## src/rtl/sid_pkg.sv

```systemverilog
// Shared SID definitions: register map constants, mixer FSM states and
// the 18-to-16 bit saturation helper used on the audio path.
package sid_pkg;

    localparam logic [4:0] SID_REG_MODEVOL = 5'h18;

    // Bit positions of the filter mode selects inside the $18 data byte
    localparam int MODE_LP = 4;
    localparam int MODE_BP = 5;
    localparam int MODE_HP = 6;

    typedef enum logic [2:0] {
        MIX_IDLE,
        MIX_SUM,
        MIX_SAT,
        MIX_MUL,
        MIX_DONE
    } mix_state_t;

    function automatic logic signed [15:0] sat16(input logic signed [17:0] x);
        logic signed [15:0] r;
        if (x > 18'sd32767)
            r = 16'sh7fff;
        else if (x < -18'sd32768)
            r = 16'sh8000;
        else
            r = x[15:0];
        return r;
    endfunction

endpackage

```

## src/rtl/seq_mul16x4.sv

```systemverilog
// Four-cycle shift-add multiplier: signed 16-bit sample times unsigned
// 4-bit volume, one volume bit per cycle, LSB first.
module seq_mul16x4 (
    input  logic               clk,
    input  logic               rst,
    input  logic               clear,
    input  logic               start,
    input  logic signed [15:0] a,
    input  logic        [3:0]  b,
    output logic               busy,
    output logic               done,
    output logic signed [19:0] product
);

    logic signed [15:0] a_q;
    logic        [3:0]  b_q;
    logic signed [19:0] acc;
    logic        [1:0]  cnt;
    logic signed [19:0] a_ext;
    logic signed [19:0] addend;

    assign a_ext   = {{4{a_q[15]}}, a_q};
    assign addend  = a_ext <<< cnt;
    // High during the final accumulate cycle; product is complete after it
    assign done    = busy && (cnt == 2'd3);
    assign product = acc;

    always_ff @(posedge clk) begin
        if (rst) begin
            a_q  <= '0;
            b_q  <= '0;
            acc  <= '0;
            cnt  <= '0;
            busy <= 1'b0;
        end else if (clear) begin
            busy <= 1'b0;
        end else if (start) begin
            a_q  <= a;
            b_q  <= b;
            acc  <= '0;
            cnt  <= '0;
            busy <= 1'b1;
        end else if (busy) begin
            if (b_q[cnt])
                acc <= acc + addend;
            cnt <= cnt + 2'd1;
            if (cnt == 2'd3)
                busy <= 1'b0;
        end
    end

endmodule

```

## src/rtl/filter_mixer.sv

```systemverilog
// SID output mixer: captures filter/bypass samples on the sample strobe,
// sums the selected modes, saturates and applies master volume.
module filter_mixer
    import sid_pkg::*;
(
    input  logic               clk,
    input  logic               rst,
    input  logic               clkEn,
    input  logic signed [15:0] iLP,
    input  logic signed [15:0] iBP,
    input  logic signed [15:0] iHP,
    input  logic signed [15:0] iBypass,
    input  logic               WR,
    input  logic        [4:0]  ADDR,
    input  logic        [7:0]  DATA,
    output logic signed [15:0] oOut,
    output logic               oValid
);

    mix_state_t state, state_next;

    logic        [2:0]  reg_mode;
    logic        [3:0]  reg_vol;
    logic signed [15:0] s_lp, s_bp, s_hp, s_byp;
    logic        [2:0]  s_mode;
    logic        [3:0]  s_vol;
    logic signed [17:0] sum_q, sum_next;
    logic signed [17:0] lp_x, bp_x, hp_x, byp_x;
    logic               mul_start, mul_busy, mul_done;
    logic signed [19:0] mul_product;

    always_ff @(posedge clk) begin
        if (rst) begin
            reg_mode <= '0;
            reg_vol  <= '0;
        end else if (WR && ADDR == SID_REG_MODEVOL) begin
            reg_mode <= DATA[MODE_HP:MODE_LP];
            reg_vol  <= DATA[3:0];
        end
    end

    // Capture sees the pre-write register values when WR and clkEn coincide
    always_ff @(posedge clk) begin
        if (rst) begin
            s_lp   <= '0;
            s_bp   <= '0;
            s_hp   <= '0;
            s_byp  <= '0;
            s_mode <= '0;
            s_vol  <= '0;
        end else if (clkEn) begin
            s_lp   <= iLP;
            s_bp   <= iBP;
            s_hp   <= iHP;
            s_byp  <= iBypass;
            s_mode <= reg_mode;
            s_vol  <= reg_vol;
        end
    end

    assign lp_x  = {{2{s_lp[15]}},  s_lp};
    assign bp_x  = {{2{s_bp[15]}},  s_bp};
    assign hp_x  = {{2{s_hp[15]}},  s_hp};
    assign byp_x = {{2{s_byp[15]}}, s_byp};

    always_comb begin
        sum_next = byp_x;
        if (s_mode[MODE_LP - MODE_LP]) sum_next = sum_next + lp_x;
        if (s_mode[MODE_BP - MODE_LP]) sum_next = sum_next + bp_x;
        if (s_mode[MODE_HP - MODE_LP]) sum_next = sum_next + hp_x;
    end

    always_ff @(posedge clk) begin
        if (rst)
            sum_q <= '0;
        else if (state == MIX_SUM)
            sum_q <= sum_next;
    end

    // Saturation happens in the SAT cycle as the multiplier loads its operand
    assign mul_start = (state == MIX_SAT);

    seq_mul16x4 u_mul (
        .clk     (clk),
        .rst     (rst),
        .clear   (clkEn),
        .start   (mul_start),
        .a       (sat16(sum_q)),
        .b       (s_vol),
        .busy    (mul_busy),
        .done    (mul_done),
        .product (mul_product)
    );

    always_ff @(posedge clk) begin
        if (rst)
            state <= MIX_IDLE;
        else
            state <= state_next;
    end

    always_comb begin
        state_next = state;
        if (clkEn) begin
            state_next = MIX_SUM;
        end else begin
            case (state)
                MIX_IDLE: state_next = MIX_IDLE;
                MIX_SUM:  state_next = MIX_SAT;
                MIX_SAT:  state_next = MIX_MUL;
                MIX_MUL:  if (mul_done) state_next = MIX_DONE;
                MIX_DONE: state_next = MIX_IDLE;
                default:  state_next = MIX_IDLE;
            endcase
        end
    end

    always_ff @(posedge clk) begin
        if (rst) begin
            oOut   <= '0;
            oValid <= 1'b0;
        end else begin
            oValid <= 1'b0;
            if (state == MIX_DONE && !clkEn) begin
                oOut   <= mul_product[19:4];
                oValid <= 1'b1;
            end
        end
    end

endmodule

```

## config.mk

```make
export PLATFORM = sky130hd
export DESIGN_NAME = filter_mixer
export DESIGN_NICKNAME = d
export VERILOG_FILES = /design/src/rtl/sid_pkg.sv /design/src/rtl/seq_mul16x4.sv /design/src/rtl/filter_mixer.sv
export SDC_FILE = /design/constraint.sdc
export NUM_CORES = 1
export LEC_CHECK = 0
export CAP_MARGIN = 0
export CELL_PAD_IN_SITES_DETAIL_PLACEMENT = 0
export CELL_PAD_IN_SITES_GLOBAL_PLACEMENT = 1
export CORE_MARGIN = 3
export CORE_UTILIZATION = 40
export CTS_CLUSTER_DIAMETER = 150
export DETAILED_ROUTE_END_ITERATION = 8
export DONT_BUFFER_PORTS = 1
export PLACE_DENSITY = 0.76
export SYNTH_ARGS = -nofsm -noshare
export SYNTH_HDL_FRONTEND = slang
export SYNTH_SLANG_ARGS = --single-unit
```

## constraint.sdc

```tcl
create_clock -name clk -period 4.9 [get_ports clk]
set_input_delay 0.245 -clock clk [delete_from_list [all_inputs] [get_ports clk]]
set_output_delay 0.245 -clock clk [all_outputs]
set_load 0.01 [all_outputs]
```

# == After elaboration in Yosys (flattened, before gate mapping) ==
# Index checks and enable logic that the tools add are counted.
# word_totals
regBits,159
output_inout_bits,17
wordCells,65
# classes
add_sub_neg,5
order_cmp,3
eq_ne,8
shift,1
mux,19
n_bitwise,1
reduce_logical,10
# op_table
operator,count
20-bit 2-to-1 mux,3
18-bit 2-to-1 mux,3
18-bit by 16-bit adder with 18-bit output,2
16-bit 2-to-1 mux,2
20-bit adder,1
16-bit by 2-bit <<< shifter with 20-bit output,1
"18-bit by 16-bit > comparator with 1-bit output, second input constant",1
"18-bit by 16-bit < comparator with 1-bit output, second input constant",1
16-bit by 16-bit adder with 17-bit output,1
3-bit one-hot mux with 3 select lines,1
"3-bit by 2-bit equality test with 1-bit output, second input constant",2
1-bit 2-to-1 mux,6
"5-bit equality test, second input constant",1
2-bit 2-to-1 mux,2
2-bit AND reduction,2
2-bit nonzero test,2
"3-bit by 1-bit equality test with 1-bit output, second input constant",1
"3-bit equality test, second input constant",1
1-bit logical AND,3
"2-bit by 3-bit < comparator with 1-bit output, second input constant",1
3-bit 2-to-1 mux,1
"3-bit inequality test, second input constant",1
3-bit AND reduction,1
"2-bit by 1-bit adder with 2-bit output, second input constant",1
other kinds (6),6

# == Longest topological paths before layout ==
# logic_depth
depth_word,6
depth_mapped,26

# == Hierarchy ==
# A second synthesis with hierarchy kept.
# unflattened
hier_cells,1219
area_unflattened_um2,10233.6
# by_module_without_submodules
mod,instances,cells_per_inst,area_each_um2,seq_area_each_um2
filter_mixer,1,885,7355.8,2322.2
seq_mul16x4,1,334,2877.8,860.8

# == Least setup slack after synthesis ==
# No wires, ideal clock.
# synth_timing
path_type,reg-to-reg
from,register s_lp[0]
to,register sum_q[17]
arrival_ns,4.915
t_required_ns,4.804
path_slack_ns,-0.111
stages_incl_launch_ff,27
period_less_slack_ns,5.011
cell_sequence,dfxtp_1 > ha_1 > inv_1 > fa_1 > nor2b_1 > o31ai_2 > nand2b_1 > a211o_1 > a31o_2 > ha_1 > nand2_1 > a2111oi_1 > o21ai_1 > nand2b_1 > a21oi_1 > xor2_1 > a21oi_1 > ha_1 > clkbuf_1 > a21o_1 > a21o_1 > a21oi_1 > o21ai_0 > a221oi_1 > and4_1 > nor3_1 > o41ai_2
# synth_via
elab_chain_len,6
# synth_lines
item,line,source
"start, declared",filter_mixer.sv:24,"logic signed [15:0] s_lp, s_bp, s_hp, s_byp;"
"start signal, assigned",filter_mixer.sv:52,s_lp <= iLP;
16-bit by 16-bit adder with 17-bit output (*),filter_mixer.sv:68,if (s_mode[MODE_LP - MODE_LP]) sum_next = sum_next + lp_x;
18-bit 2-to-1 mux (*),filter_mixer.sv:68,
18-bit by 16-bit adder with 18-bit output,filter_mixer.sv:69,if (s_mode[MODE_BP - MODE_LP]) sum_next = sum_next + bp_x;
18-bit 2-to-1 mux (*),filter_mixer.sv:69,
18-bit by 16-bit adder with 18-bit output,filter_mixer.sv:70,if (s_mode[MODE_HP - MODE_LP]) sum_next = sum_next + hp_x;
18-bit 2-to-1 mux (*),filter_mixer.sv:70,
"end signal, assigned",filter_mixer.sv:77,sum_q <= sum_next;
"end, declared",filter_mixer.sv:27,"logic signed [17:0] sum_q, sum_next;"
# Every way passes the cells marked *; elsewhere a longest branch is shown, timed or not.
# A chain may end at the register's enable or synchronous reset.

# == Worst setup path in the final report ==
# layout_timing
from,register s_lp[7]
to,register sum_q[17]
# Same word-level chain as after synthesis.

==> reports/metrics.cfg <==
[placement]
hpwlAfterDp_um = 17630
dp_slack_ns = -0.2116
place.gp.congestion = 0.8692
io_buffers = 0

[route]
avgRoutedWirePerCell_um = 16.17
drtAntennaViolNets = 0
via_per_inst = 5.436
dr_total_vias = 8725
post-route-drc-count = 0
drt-total-wl_um = 25950
drt_pass1_iterations = 4
drt_iter0_drc = 385

[global_routing]
grt_usage = 0.1946
grt_pass1_wl_um = 42460
antenna_found_initial = 0
grt_max_degree = 145
grt_remaining_overflow = 0
first_global_vias = 8492

[clock_tree]
clockBufferDepth = 2
clockRootBuffer = clkbuf_16
cts_buffers = 17
cts.sinks = 159
clk_pin_slew_ns = 0.08
h-tree-depth = 4
cts_tree = built
insertion_delay_ns = 0.43

[pwr]
pwr_density_cell_mw_per_mm2 = 263.9
p_clk_frac = 0.431
switchingPower_mw = 0.9335
p_total_mw = 3.300
p_leak_nw = 5.274
pwr-share-comb = 0.152
netSwitchingFraction = 0.2829
ir_drop_mv = 0.2103
p_int_mw = 2.367
pwr-share-seq = 0.417

[setup_path]
worstPathRequired_ns = 5.24
cp-start-kind = flop
critical_path_arrival_ns = 5.19
worstPathMaxFanout = 7
worstSetupEndpointType = flop
path_class = flop to flop

[yosys]
synth_edf_count = 0
yosysWarnings = 0
synth.net_count = 1314
netlist_instances = 1157
ys.flop_type = dfxtp_1
netlist_area_mm2 = 0.009960
yosysSeqAreaShare = 0.3196
async_flop_share = 0
yosysUniqueCellTypes = 80
syn-mean-instance-area_um2 = 8.608
ys_ff_latch = 159

[cells_and_area]
finalNetCount = 1425
nFillCells = 2280
diodes = 0
fin_util = 0.5128
multi_input_area_mm2 = 0.006824
layout.area.seq_mm2 = 0.003191
drive_above_1_share = 0.1764
syn2layout_area_growth_pct = 25.58

[sta]
hold_viol = 0
fmax_mhz = 206.0
fin_worst_skew_ns = 0.01519
maxSlewHeadroom = 0.2465
setup_viol = 0
fin_crit_sh = 0.9909
rsz0062_at_grt = true
period_minus_slack_ns = 4.855
timing.final.ws_setup_ns = 0.04471
final-max-slew-violation-count = 0
tightest_slew_ns = 1.126

[floorplan]
core_mm2 = 0.02439
row_count = 57
initial_core_util = 0.4083
dieHeight_um = 163.8
pin_count = 98
die_x_um = 163.8
die-area_mm2 = 0.02683

[hold_path]
hold_class = primary input to flop

[job]
maxCapViolations = 0

[outcome]
status = completed

cell usage after synthesis (3+ instances only):
library cell    n  area share
nand4_1         6      0.0038
nand3_1        17      0.0085
a2111oi_0       3      0.0026
o211ai_1        8      0.0060
o21bai_1        8      0.0060
a21oi_1        87       0.044
buf_1          15      0.0057
nand2b_1        9      0.0057
dfxtp_1       159        0.32
nand2_1       103       0.039
buf_2           6      0.0030
mux2i_1       101        0.10
a21o_1         27       0.020
nor2b_1         8      0.0050
fa_1            4      0.0080
ha_1           72       0.090
nor4_1          6      0.0038
a211oi_1       22       0.017
or2_2           6      0.0038
clkbuf_1       38       0.014
a211o_1         4      0.0035
or4_1           4      0.0030
a221oi_2        3      0.0045
mux4_2         10       0.023
or3_1           8      0.0050
o2111ai_1       3      0.0026
a22oi_1        14       0.011
a31oi_1        11      0.0069
and2_1         11      0.0069
mux2_2         13       0.015
o21ai_1         3      0.0015
o21a_1         13      0.0098
and3_1          7      0.0044
xor2_1         13       0.011
nor2_1        140       0.053
o31ai_1         5      0.0038
nor3_1         15      0.0075
inv_1          25      0.0094
o21ai_0        63       0.032
nor3b_1         6      0.0045
o2bb2ai_1       3      0.0026
nand3b_1        5      0.0038
xnor2_1        27       0.024
path summary, 6_finish.rpt:
| path | from | to | slack (ns) | cells after the start |
|---|---|---|---|---|
| worst min-delay path | DATA[3] | reg_vol[3] | 0.02 | 2 |
| worst min register to register | sum_q[2] | sum_q[2] | 0.45 | 2 |
| worst max-delay path | s_lp[7] | sum_q[17] | 0.04 | 19 |
| worst max register to register | s_lp[7] | sum_q[17] | 0.04 | 19 |
state kept, by name (all words and copies together) (netlist names), 4 cells and up:
signal / cells
s_byp: 16
s_hp: 16
u_mul.a_q: 16
s_vol: 4
u_mul.product: 20
s_bp: 16
sum_q: 18
u_mul.b_q: 4
oOut: 16
reg_vol: 4
s_lp: 16
stage by stage:
step	TNS (ns)	cell area (um2)	hold slack, ns	instances
detailed placement	-0.8123	10690	0.3311	1491
finish	0	12510	0.02228	1605
global route	-0.6578	12510	0.02329	1605
CTS	0	12210	0.008022	1600
global placement	-0.1954	10690	0.3256	1491
floorplan	0	10000	0.3922	1157
kinds of logic (layout without fill, tap and decap cells):
family                     Yosys count  after routing  synth area share
adders and majority gates           76             76           0.09849
buffers and inverters               86            210           0.03354
muxes                              124            124            0.1388
xor gates and xnor gates            40             40           0.03518
and+or+nand+nor                    362            362            0.1667
AOI/OAI and AO/OA                  310            310            0.2077
DFF                                159            159            0.3196
routing by layer:
layer  GRT usage  share of wire  up-vias
met5           0              0        -
li1            -              -     4441
met2      0.3417           0.50      147
met3     0.03455          0.035       24
met1      0.2490           0.45     4113
met4     0.04344          0.012        0
power groups by stage:
stage          clock [mW]  sequential [mW]  combinational [mW]
2_1_floorplan           0             1.39               0.303
3_3_place_gp            0             1.40               0.361
3_5_place_dp            0             1.40               0.366
4_1_cts              1.45             1.37               0.468
5_1_grt              1.51             1.38               0.554
6_report             1.42             1.38               0.502
critical path, stage by stage, from the launching register on:
cell      delay [ns]
dfxtp_1         0.36
ha_2            0.33
and3_1          0.18
a221oi_2        0.34
a21boi_1        0.11
or3_1           0.32
a31o_1          0.23
ha_1            0.30
or2_2           0.30
a31oi_2         0.25
a21oi_2         0.08
xor2_1          0.14
mux2_2          0.30
ha_1            0.34
nand2_1         0.12
nor3_2          0.21
nand3b_1        0.17
and4_1          0.25
o21a_1          0.19
o41ai_2         0.25
cells in the final DEF (no fill, tap or decap), types with 9 or more instances in the layout:
master / count
ha_4: 9
nand2_1: 100
nor3_1: 13
clkbuf_16: 17
nor2_1: 140
xor2_1: 13
a31oi_1: 10
a21oi_2: 12
xnor2_1: 26
buf_4: 74
inv_1: 22
dfxtp_1: 153
a22oi_1: 14
and2_1: 11
mux2i_1: 101
ha_1: 58
mux4_2: 10
a21oi_1: 76
o21a_1: 13
a211oi_1: 16
a21o_1: 27
mux2_2: 12
o21ai_0: 53
nand3_1: 16
dlygate4sd3_1: 74
repair_timing:
item | CTS | global route
endpoints found under the setup margin | 9 | 9
buffers inserted | 1 | 5
gates resized for setup | 27 | 58
gates cloned | 0 | 0
endpoints found under the hold margin | 144 | 0
hold buffers | 76 | 0
pin swaps | 11 | 36
layout make-up:
class                           count  share of cell area
Multi-Input combinational cell    912              0.5456
Sequential cell                   159              0.2551
Timing Repair Buffer              152              0.1098
Clock buffer                       17             0.03401
Tap cell                          324             0.03241
Clock inverter                     15             0.01501
Inverter                           26            0.008003
Note: power is estimated with default switching activity, not from simulation.
